[src/rtl/FIR_pkg.sv]
// Shared types and helpers for the multi-cycle-adder FIR estimator front end.
// Latency: n/a (package only).
// Backpressure: n/a (package only).
package FIR_pkg;

  // Sequencer states: FILL until the lookback window is full, RUN waiting for
  // the next decimation point, BUSY while the adder tree result is pending.
  typedef enum logic [1:0] {
    FILL = 2'd0,
    RUN  = 2'd1,
    BUSY = 2'd2
  } seq_state_e;

  // Bits needed for a counter that must hold values 0..max_val.
  function automatic int cnt_width(input int max_val);
    return (max_val < 1) ? 1 : $clog2(max_val + 1);
  endfunction

endpackage

[src/rtl/s_lookback_shift_reg.sv]
// K-bit lookback window of L = K/N rows of N control bits, newest row in bits [N-1:0].
// Latency: window_next is combinational (history plus the incoming sample); history updates on the en edge.
// Backpressure: none; en=0 simply holds the history.
module s_lookback_shift_reg #(
  parameter int N = 8,
  parameter int K = 256
) (
  input  logic         clk,
  input  logic         reset,
  input  logic         en,
  input  logic [N-1:0] s_in,
  output logic [K-1:0] window_next
);

  localparam int L = K / N;

  // Snapshots are always taken from the post-shift view, so the oldest row of
  // the stored window would be shifted out before anyone could read it. Only
  // the newest L-1 rows are kept; window_next rebuilds the full L-row window.
  generate
    if (L > 1) begin : g_multi_row
      logic [K-N-1:0] hist;

      assign window_next = {hist, s_in};

      // Shift one row older on every accepted sample, hold otherwise.
      always_ff @(posedge clk or posedge reset) begin
        if (reset) begin
          hist <= '0;
        end else if (en) begin
          hist <= window_next[K-N-1:0];
        end
      end
    end else begin : g_single_row
      assign window_next = s_in;
    end
  endgenerate

endmodule

[src/rtl/mca_input_sequencer.sv]
// Lookback window, OSR decimation and result capture in front of the multi-cycle adder tree.
// Latency: start one cycle after the decimating sample edge; result captured MCA_LATENCY+1 edges after that.
// Backpressure: none; a decimation point arriving while busy is dropped and flagged in sticky overrun.
module mca_input_sequencer
  import FIR_pkg::*;
#(
  parameter int K                 = 256,
  parameter int N                 = 8,
  parameter int OSR               = 16,
  parameter int WIDTH_COEFFICIENT = 32,
  parameter int MCA_LATENCY       = 48
) (
  input  logic                                clk,
  input  logic                                reset,
  input  logic        [N-1:0]                 s_in,
  input  logic                                s_valid,
  output logic                                S_matrix [K-1:0],
  output logic                                start,
  input  logic signed [WIDTH_COEFFICIENT-1:0] sample_in,
  output logic signed [WIDTH_COEFFICIENT-1:0] sample_out,
  output logic                                sample_valid,
  output logic                                busy,
  output logic                                overrun
);

  localparam int L  = K / N;
  localparam int FW = cnt_width(L);
  localparam int DW = cnt_width(OSR - 1);
  localparam int LW = cnt_width(MCA_LATENCY);

  localparam logic [FW-1:0] FILL_LAST = FW'(L - 1);
  localparam logic [FW-1:0] FILL_FULL = FW'(L);
  localparam logic [DW-1:0] DEC_LAST  = DW'(OSR - 1);
  localparam logic [LW-1:0] LAT_LOAD  = LW'(MCA_LATENCY);

  seq_state_e     state_q, state_d;
  logic [FW-1:0]  fill_cnt;
  logic [DW-1:0]  dec_cnt;
  logic [LW-1:0]  lat_cnt;
  logic [K-1:0]   window_next;
  logic           dec_point;
  logic           capture;
  logic           take_snap;
  logic           miss;

  s_lookback_shift_reg #(
    .N (N),
    .K (K)
  ) u_lookback (
    .clk         (clk),
    .reset       (reset),
    .en          (s_valid),
    .s_in        (s_in),
    .window_next (window_next)
  );

  // Next state, decimation/capture decode and snapshot/overrun decisions.
  always_comb begin
    state_d   = state_q;
    dec_point = 1'b0;
    capture   = 1'b0;
    take_snap = 1'b0;
    miss      = 1'b0;
    case (state_q)
      FILL: begin
        dec_point = s_valid && (fill_cnt == FILL_LAST);
        if (dec_point) begin
          take_snap = 1'b1;
          state_d   = BUSY;
        end
      end
      RUN: begin
        dec_point = s_valid && (dec_cnt == DEC_LAST);
        if (dec_point) begin
          take_snap = 1'b1;
          state_d   = BUSY;
        end
      end
      BUSY: begin
        dec_point = s_valid && (dec_cnt == DEC_LAST);
        capture   = (lat_cnt == '0);
        if (capture) begin
          // A result landing on the same edge as a decimation point frees
          // the tree in time, so the new snapshot is accepted back to back.
          if (dec_point) begin
            take_snap = 1'b1;
          end else begin
            state_d = RUN;
          end
        end else if (dec_point) begin
          miss = 1'b1;
        end
      end
      default: state_d = FILL;
    endcase
  end

  // State register.
  always_ff @(posedge clk or posedge reset) begin
    if (reset) begin
      state_q <= FILL;
    end else begin
      state_q <= state_d;
    end
  end

  // Count valid samples until the window first holds L rows.
  always_ff @(posedge clk or posedge reset) begin
    if (reset) begin
      fill_cnt <= '0;
    end else if ((state_q == FILL) && s_valid && (fill_cnt != FILL_FULL)) begin
      fill_cnt <= fill_cnt + FW'(1);
    end
  end

  // Decimation phase: held at 0 while filling, then wraps every OSR valid samples
  // regardless of whether the decimation point was accepted.
  always_ff @(posedge clk or posedge reset) begin
    if (reset) begin
      dec_cnt <= '0;
    end else if (state_q == FILL) begin
      dec_cnt <= '0;
    end else if (s_valid) begin
      dec_cnt <= (dec_cnt == DEC_LAST) ? '0 : dec_cnt + DW'(1);
    end
  end

  // Adder tree latency countdown; reaching 0 in BUSY marks the capture edge.
  always_ff @(posedge clk or posedge reset) begin
    if (reset) begin
      lat_cnt <= '0;
    end else if (take_snap) begin
      lat_cnt <= LAT_LOAD;
    end else if ((state_q == BUSY) && (lat_cnt != '0)) begin
      lat_cnt <= lat_cnt - LW'(1);
    end
  end

  // Freeze the post-shift window as the adder tree operand.
  always_ff @(posedge clk or posedge reset) begin
    if (reset) begin
      for (int i = 0; i < K; i++) S_matrix[i] <= 1'b0;
    end else if (take_snap) begin
      for (int i = 0; i < K; i++) S_matrix[i] <= window_next[i];
    end
  end

  // Start pulse, captured result, its valid pulse and the sticky overrun flag.
  always_ff @(posedge clk or posedge reset) begin
    if (reset) begin
      start        <= 1'b0;
      sample_out   <= '0;
      sample_valid <= 1'b0;
      overrun      <= 1'b0;
    end else begin
      start        <= take_snap;
      sample_valid <= capture;
      overrun      <= overrun | miss;
      if (capture) begin
        sample_out <= sample_in;
      end
    end
  end

  assign busy = (state_q == BUSY);

endmodule
[config.mk]
export PLATFORM = sky130hd
export DESIGN_NAME = mca_input_sequencer
export DESIGN_NICKNAME = d
export VERILOG_FILES = /design/src/rtl/FIR_pkg.sv /design/src/rtl/s_lookback_shift_reg.sv /design/src/rtl/mca_input_sequencer.sv
export SDC_FILE = /design/constraint.sdc
export NUM_CORES = 1
export LEC_CHECK = 0
export ABC_AREA = 1
export CORE_MARGIN = 1
export CORE_UTILIZATION = 35
export DETAILED_ROUTE_END_ITERATION = 10
export HOLD_SLACK_MARGIN = 0.02
export SYNTH_ARGS = -nofsm -noshare
export SYNTH_HDL_FRONTEND = slang
export SYNTH_SLANG_ARGS = --single-unit
export TNS_END_PERCENT = 100
[constraint.sdc]
create_clock -name clk -period 60.5 [get_ports clk]
set_clock_uncertainty 0.2 [all_clocks]
set_input_delay 12.1 -clock clk [delete_from_list [all_inputs] [get_ports clk]]
set_output_delay 12.1 -clock clk [all_outputs]
set_load 0.01 [all_outputs]
After elaboration in Yosys (flattened, before gate mapping)
Cells that the tools add are included.
{ "op_classes": {"n_eq_ne": 9, "bitwise": 1, "add_sub_neg": 3, "reduce_logical": 11, "muxes": 17} }
{ "ops": {"columns": ["op", "n"], "rows": [
  ["4-bit two-way mux", 3],
  ["6-bit two-way mux", 2],
  ["2-bit two-way mux", 4],
  ["6-bit by 1-bit adder with 6-bit output, second input constant", 1],
  ["6-bit by 5-bit equality test with 1-bit output, second input constant", 1],
  ["6-bit logical NOT", 1],
  ["1-bit two-way mux", 6],
  ["2-bit inequality test, second input constant", 3],
  ["6-bit inequality test, second input constant", 1],
  ["2-bit case mux with 3 select lines", 1],
  ["6-bit nonzero test", 1],
  ["6-bit by 1-bit subtractor with 6-bit output, second input constant", 1],
  ["1-bit logical AND", 5],
  ["4-bit by 1-bit adder with 4-bit output, second input constant", 1],
  ["4-bit equality test, second input constant", 1],
  ["4-bit AND reduction", 1],
  ["2-bit nonzero test", 2],
  ["1-bit case mux with 3 select lines", 1],
  ["2-bit by 1-bit equality test with 1-bit output, second input constant", 1],
  ["2-bit equality test, second input constant", 1],
  ["2-bit logical NOT", 1],
  ["2-bit by 1-bit inequality test with 1-bit output, second input constant", 1],
  ["1-bit bitwise OR", 1]
]} }
{ "totals": {"reg_bits": 557, "input_bits": 43, "output_inout_bits": 292, "elab_cells": 306} }

Longest topological paths before layout
{ "logic_depth": {"depth_word": 6, "mapped_depth": 11, "ltp_nobuf": 8} }

Hierarchy
From an unflattened synthesis, not the netlist that was laid out.
{ "hier_totals": {"hier_cells": 2468, "area_unflattened_um2": 22332.7} }
{ "modules_own_cells": {"columns": ["mod", "instances", "seq_area_each_um2", "area_each_um2", "cells_per_inst"], "rows": [
  ["mca_input_sequencer", 1, 7732.4, 12797.3, 1411],
  ["s_lookback_shift_reg", 1, 6206.0, 9535.4, 1057]
]} }

Worst setup path after synthesis
Ideal clock, no wire load.
{ "synth_path": {"path_type": "input to register", "start": "in s_valid", "end": "reg S_matrix[223] (netlist name)", "slack_ns": 47.149, "setup_ns": 0.067, "required_time_ns": 60.233, "n_path_buf": 2, "stages": 7, "arrival_time_ns": 13.084, "path_cell_list": "inv_2 -> nor2_2 -> nand3_2 -> clkbuf_1 -> buf_1 -> nand4_1 -> nand2_1"} }
{ "synth_via": {"elab_chain_len": 4, "elab_cells_between_ends": 6, "cone_classes": "mux (4); reduce/logical (2)"} }
{ "synth_rtl": {"columns": ["item", "line", "rtl"], "rows": [
  ["from (decl)", "mca_input_sequencer.sv:16", "input logic s_valid,"],
  ["1-bit logical AND", "mca_input_sequencer.sv:73, mca_input_sequencer.sv:80", null],
  ["1-bit two-way mux", "mca_input_sequencer.sv:74, mca_input_sequencer.sv:85", null],
  ["1-bit two-way mux", "mca_input_sequencer.sv:82", "if (capture) begin"],
  ["1-bit case mux with 3 select lines *", "mca_input_sequencer.sv:64", "case (state_q)"],
  ["to (decl)", "mca_input_sequencer.sv:17", "output logic S_matrix [K-1:0],"]
]} }
Mark *: on every way between the ends. The rest lies on a longest branch, timed or not.
A chain may end at the register's enable or synchronous reset.

Final worst setup path
{ "layout_path": {"start": "in s_valid", "end": "reg S_matrix[126] (netlist name)"} }
Same word-level chain as after synthesis.

==> results.py <==
metrics = {
    "worst_setup_path": {
        "crit_type": "primary input to flip-flop",
        "crit_fanout": 116,
        "start_kind": "primary input",
        "crit_path_end_kind": "flip-flop",
        "cp.required_ns": 60.83,
        "crit_arrival_ns": 17.40,
    },
    "synthesis": {
        "yosys.area.top_type": "dfrtp_1",
        "synthTopCellsByArea": "dfrtp_1 (63%), nand2_1 (23%), nand4_1 (7.4%), clkbuf_1 (1.5%), buf_2 (0.68%)",
        "synthCells": 2447,
        "synth_nets": 2494,
        "syn_avg_cell_area_um2": 8.99,
        "seq_area_frac_synth": 0.634,
        "synthDistinctLibCells": 24,
        "synth_seq_cells": 557,
        "syn_area_um2": 22000,
        "synth_top_cell_area_share": 0.634,
        "yosys_warnings": 0,
    },
    "finish": {
        "drive_gt1_frac": 0.0443,
        "diodes": 0,
        "nNetsFinal": 2733,
        "area_growth_pct": 26.5,
        "n_fill_cell": 6011,
    },
    "grt": {
        "grt_antenna_before_repair": 0,
        "overflow": 0,
        "grt_pass1_vias": 17700,
        "top_usage_layer": "met2",
        "use_met3": 0.0465,
        "grt_usage": 0.195,
        "grt_max_degree": 121,
        "grt_use_met1": 0.267,
        "grt_pass1_wl_mm": 100,
        "grt_use_met2": 0.309,
    },
    "clocking": {
        "path_clk_slew_ns": 0.06,
        "numCtsBuffers": 59,
        "cts.htree.levels": 2,
        "ctsHoldBuffers": 0,
        "cts_tree": "built",
        "cts_root_buf": "clkbuf_16",
        "clock_latency_ns": 0.60,
        "cts.sinks": 557,
        "ctsResizeCount": 0,
        "cts_setup_buffers": 0,
        "clk_path_buf_depth": 3,
    },
    "sta": {
        "setup_tns_ns": 0,
        "drv_slew": 0,
        "finalSetupViolCount": 0,
        "worst_pin_slew_ns": 1.23,
        "max_clock_freq_mhz": 58.6,
        "min_period_over_period": 0.282,
        "period_minus_slack_ns": 17.07,
        "rsz0062_at_grt": "false",
        "worst_slack_ns": 43.43,
        "slew_headroom": 0.183,
        "hold_viol": 0,
    },
    "place": {
        "pre_cts_ws_ns": 42.90,
        "place.gp.congestion": 0.783,
        "numPortBuffers": 334,
        "dp_hpwl_mm": 38.6,
    },
    "drt": {
        "drtIter0Drc": 1622,
        "avgViaCountPerCell": 4.96,
        "wl_per_cell_um": 17.5,
        "drc": 0,
        "antenna_left": 0,
        "vias": 17700,
        "wirelength_mm": 62.6,
        "dr.pass1.iters": 5,
    },
    "status": {
        "run_status": "completed",
    },
    "floorplan": {
        "initial_utilization": 0.355,
        "io_pins": 335,
        "rows": 91,
        "die_h_um": 253,
        "core_area_um2": 61900,
        "dieArea_um2": 63900,
        "chipWidth_um": 253,
    },
    "pwr": {
        "p_leak_nw": 14.4,
        "power_density_nw_per_um2": 32.4,
        "peakVddDrop_mv": 0.0265,
    },
    "flow_run": {
        "cap_violations": 0,
    },
    "worst_hold_path": {
        "hp-class": "flip-flop to flip-flop",
    },
}
-- path summary, 6_finish.rpt --
check | startpoint | endpoint | slack, ns | cells past startpoint
max | s_valid | S_matrix[126] | 43.43 | 9
min | u_lookback.g_multi_row.hist[209] | S_matrix[217] | 0.27 | 2
max reg2reg | dec_cnt[0] | S_matrix[126] | 55.29 | 9
min reg2reg | u_lookback.g_multi_row.hist[209] | S_matrix[217] | 0.27 | 2
max in group asynchronous | reset | S_matrix[154] | 45.71 | 4
min in group asynchronous | reset | sample_out[16] | 11.85 | 2
-- kinds of logic (layout without fill, tap and decap cells) --
kind of cell	Yosys count	in the layout	synth area share
AND/OR/NAND/NOR	1645	1645	0.312
flip-flops	557	557	0.634
buffers and inverters	205	488	0.0425
AO/OA/AOI/OAI	29	29	0.00688
XOR/XNOR	7	7	0.00279
adder cells (fa/ha/maj)	4	4	0.00228
-- metrics by stage --
stage	total power (W)	instance area, µm²	utilization	hold WS, ns	instances
after global placement	0.000523	25800	0.416	0.252	3462
after detailed placement	0.000527	25800	0.416	0.258	3462
after global routing	0.000942	27800	0.449	0.291	3567
after CTS	0.000914	27800	0.449	0.272	3567
after floorplan	0.000486	22000	-	0.242	2447
final	0.000902	27800	0.449	0.274	3567
-- layout by cell type, fill, tap and decap left out, drive strengths merged, types with 2 or more instances in the layout --
master,instances
clkinv,8
dfrtp,557
xor2,6
a21oi,3
buf,20
clkinvlp,3
o21ai,24
inv,31
nand2,1350
bufinv,9
ha,4
nand3,11
nor3,2
nand4,261
clkbuf,84
clkdlybuf4s50,333
nor2,20
-- synthesized netlist by cell type --
master / count
buf_6: 11
nand3b_1: 1
nand3_2: 2
dfrtp_1: 557
clkbuf_1: 89
a31o_2: 1
buf_8: 1
nand3_1: 9
a21oi_1: 3
xor2_1: 6
xnor2_1: 1
nor3_1: 2
nand2_1: 1350
nor2_1: 19
ha_1: 4
buf_2: 30
nor2_2: 1
inv_1: 28
buf_1: 35
nand4_1: 261
inv_2: 2
buf_4: 9
o21bai_1: 1
o21ai_0: 24
-- metal layers --
| layer | wire length, µm | part of all wire | vias to the layer above |
|---|---|---|---|
| li1 | - | - | 8324 |
| met3 | 4030 | 0.064 | 87 |
| met1 | 27900 | 0.45 | 8829 |
| met4 | 1260 | 0.020 | 0 |
| met5 | 0 | 0 | - |
| met2 | 29300 | 0.47 | 451 |
-- critical path, cell delays in order --
cell and delay, ns:
buf_8 0.52, inv_8 0.40, nor2_2 0.40, nand3_4 0.66, nand3_4 1.00, buf_4 0.84, buf_4 0.89, nand2_1 0.16
nand2_1 0.10
-- report_power, final --
part	switching [W]	internal (W)
registers	0.0000319	0.000408
logic	0.0000467	0.0000330
clock network	0.000149	0.000234
-- cell type report --
| type | instances | area [µm²] | share of cell area |
|---|---|---|---|
| clock inverters | 21 | 345 | 0.0124 |
| repair buffers | 353 | 3490 | 0.125 |
| inverters | 30 | 128 | 0.00459 |
| flip-flops and latches | 557 | 13900 | 0.501 |
| multi-input cells | 1685 | 7160 | 0.257 |
| well taps | 837 | 1050 | 0.0376 |
| clock buffers | 84 | 1710 | 0.0616 |
-- flip-flops by register name, indices dropped and copies added (netlist names) --
name,count
S_matrix,256
dec_cnt,4
fill_cnt,6
lat_cnt,6
overrun,1
sample_out,32
sample_valid,1
start,1
state_q,2
u_lookback.g_multi_row.hist,248
No activity file was read; power rests on OpenSTA's default activity.
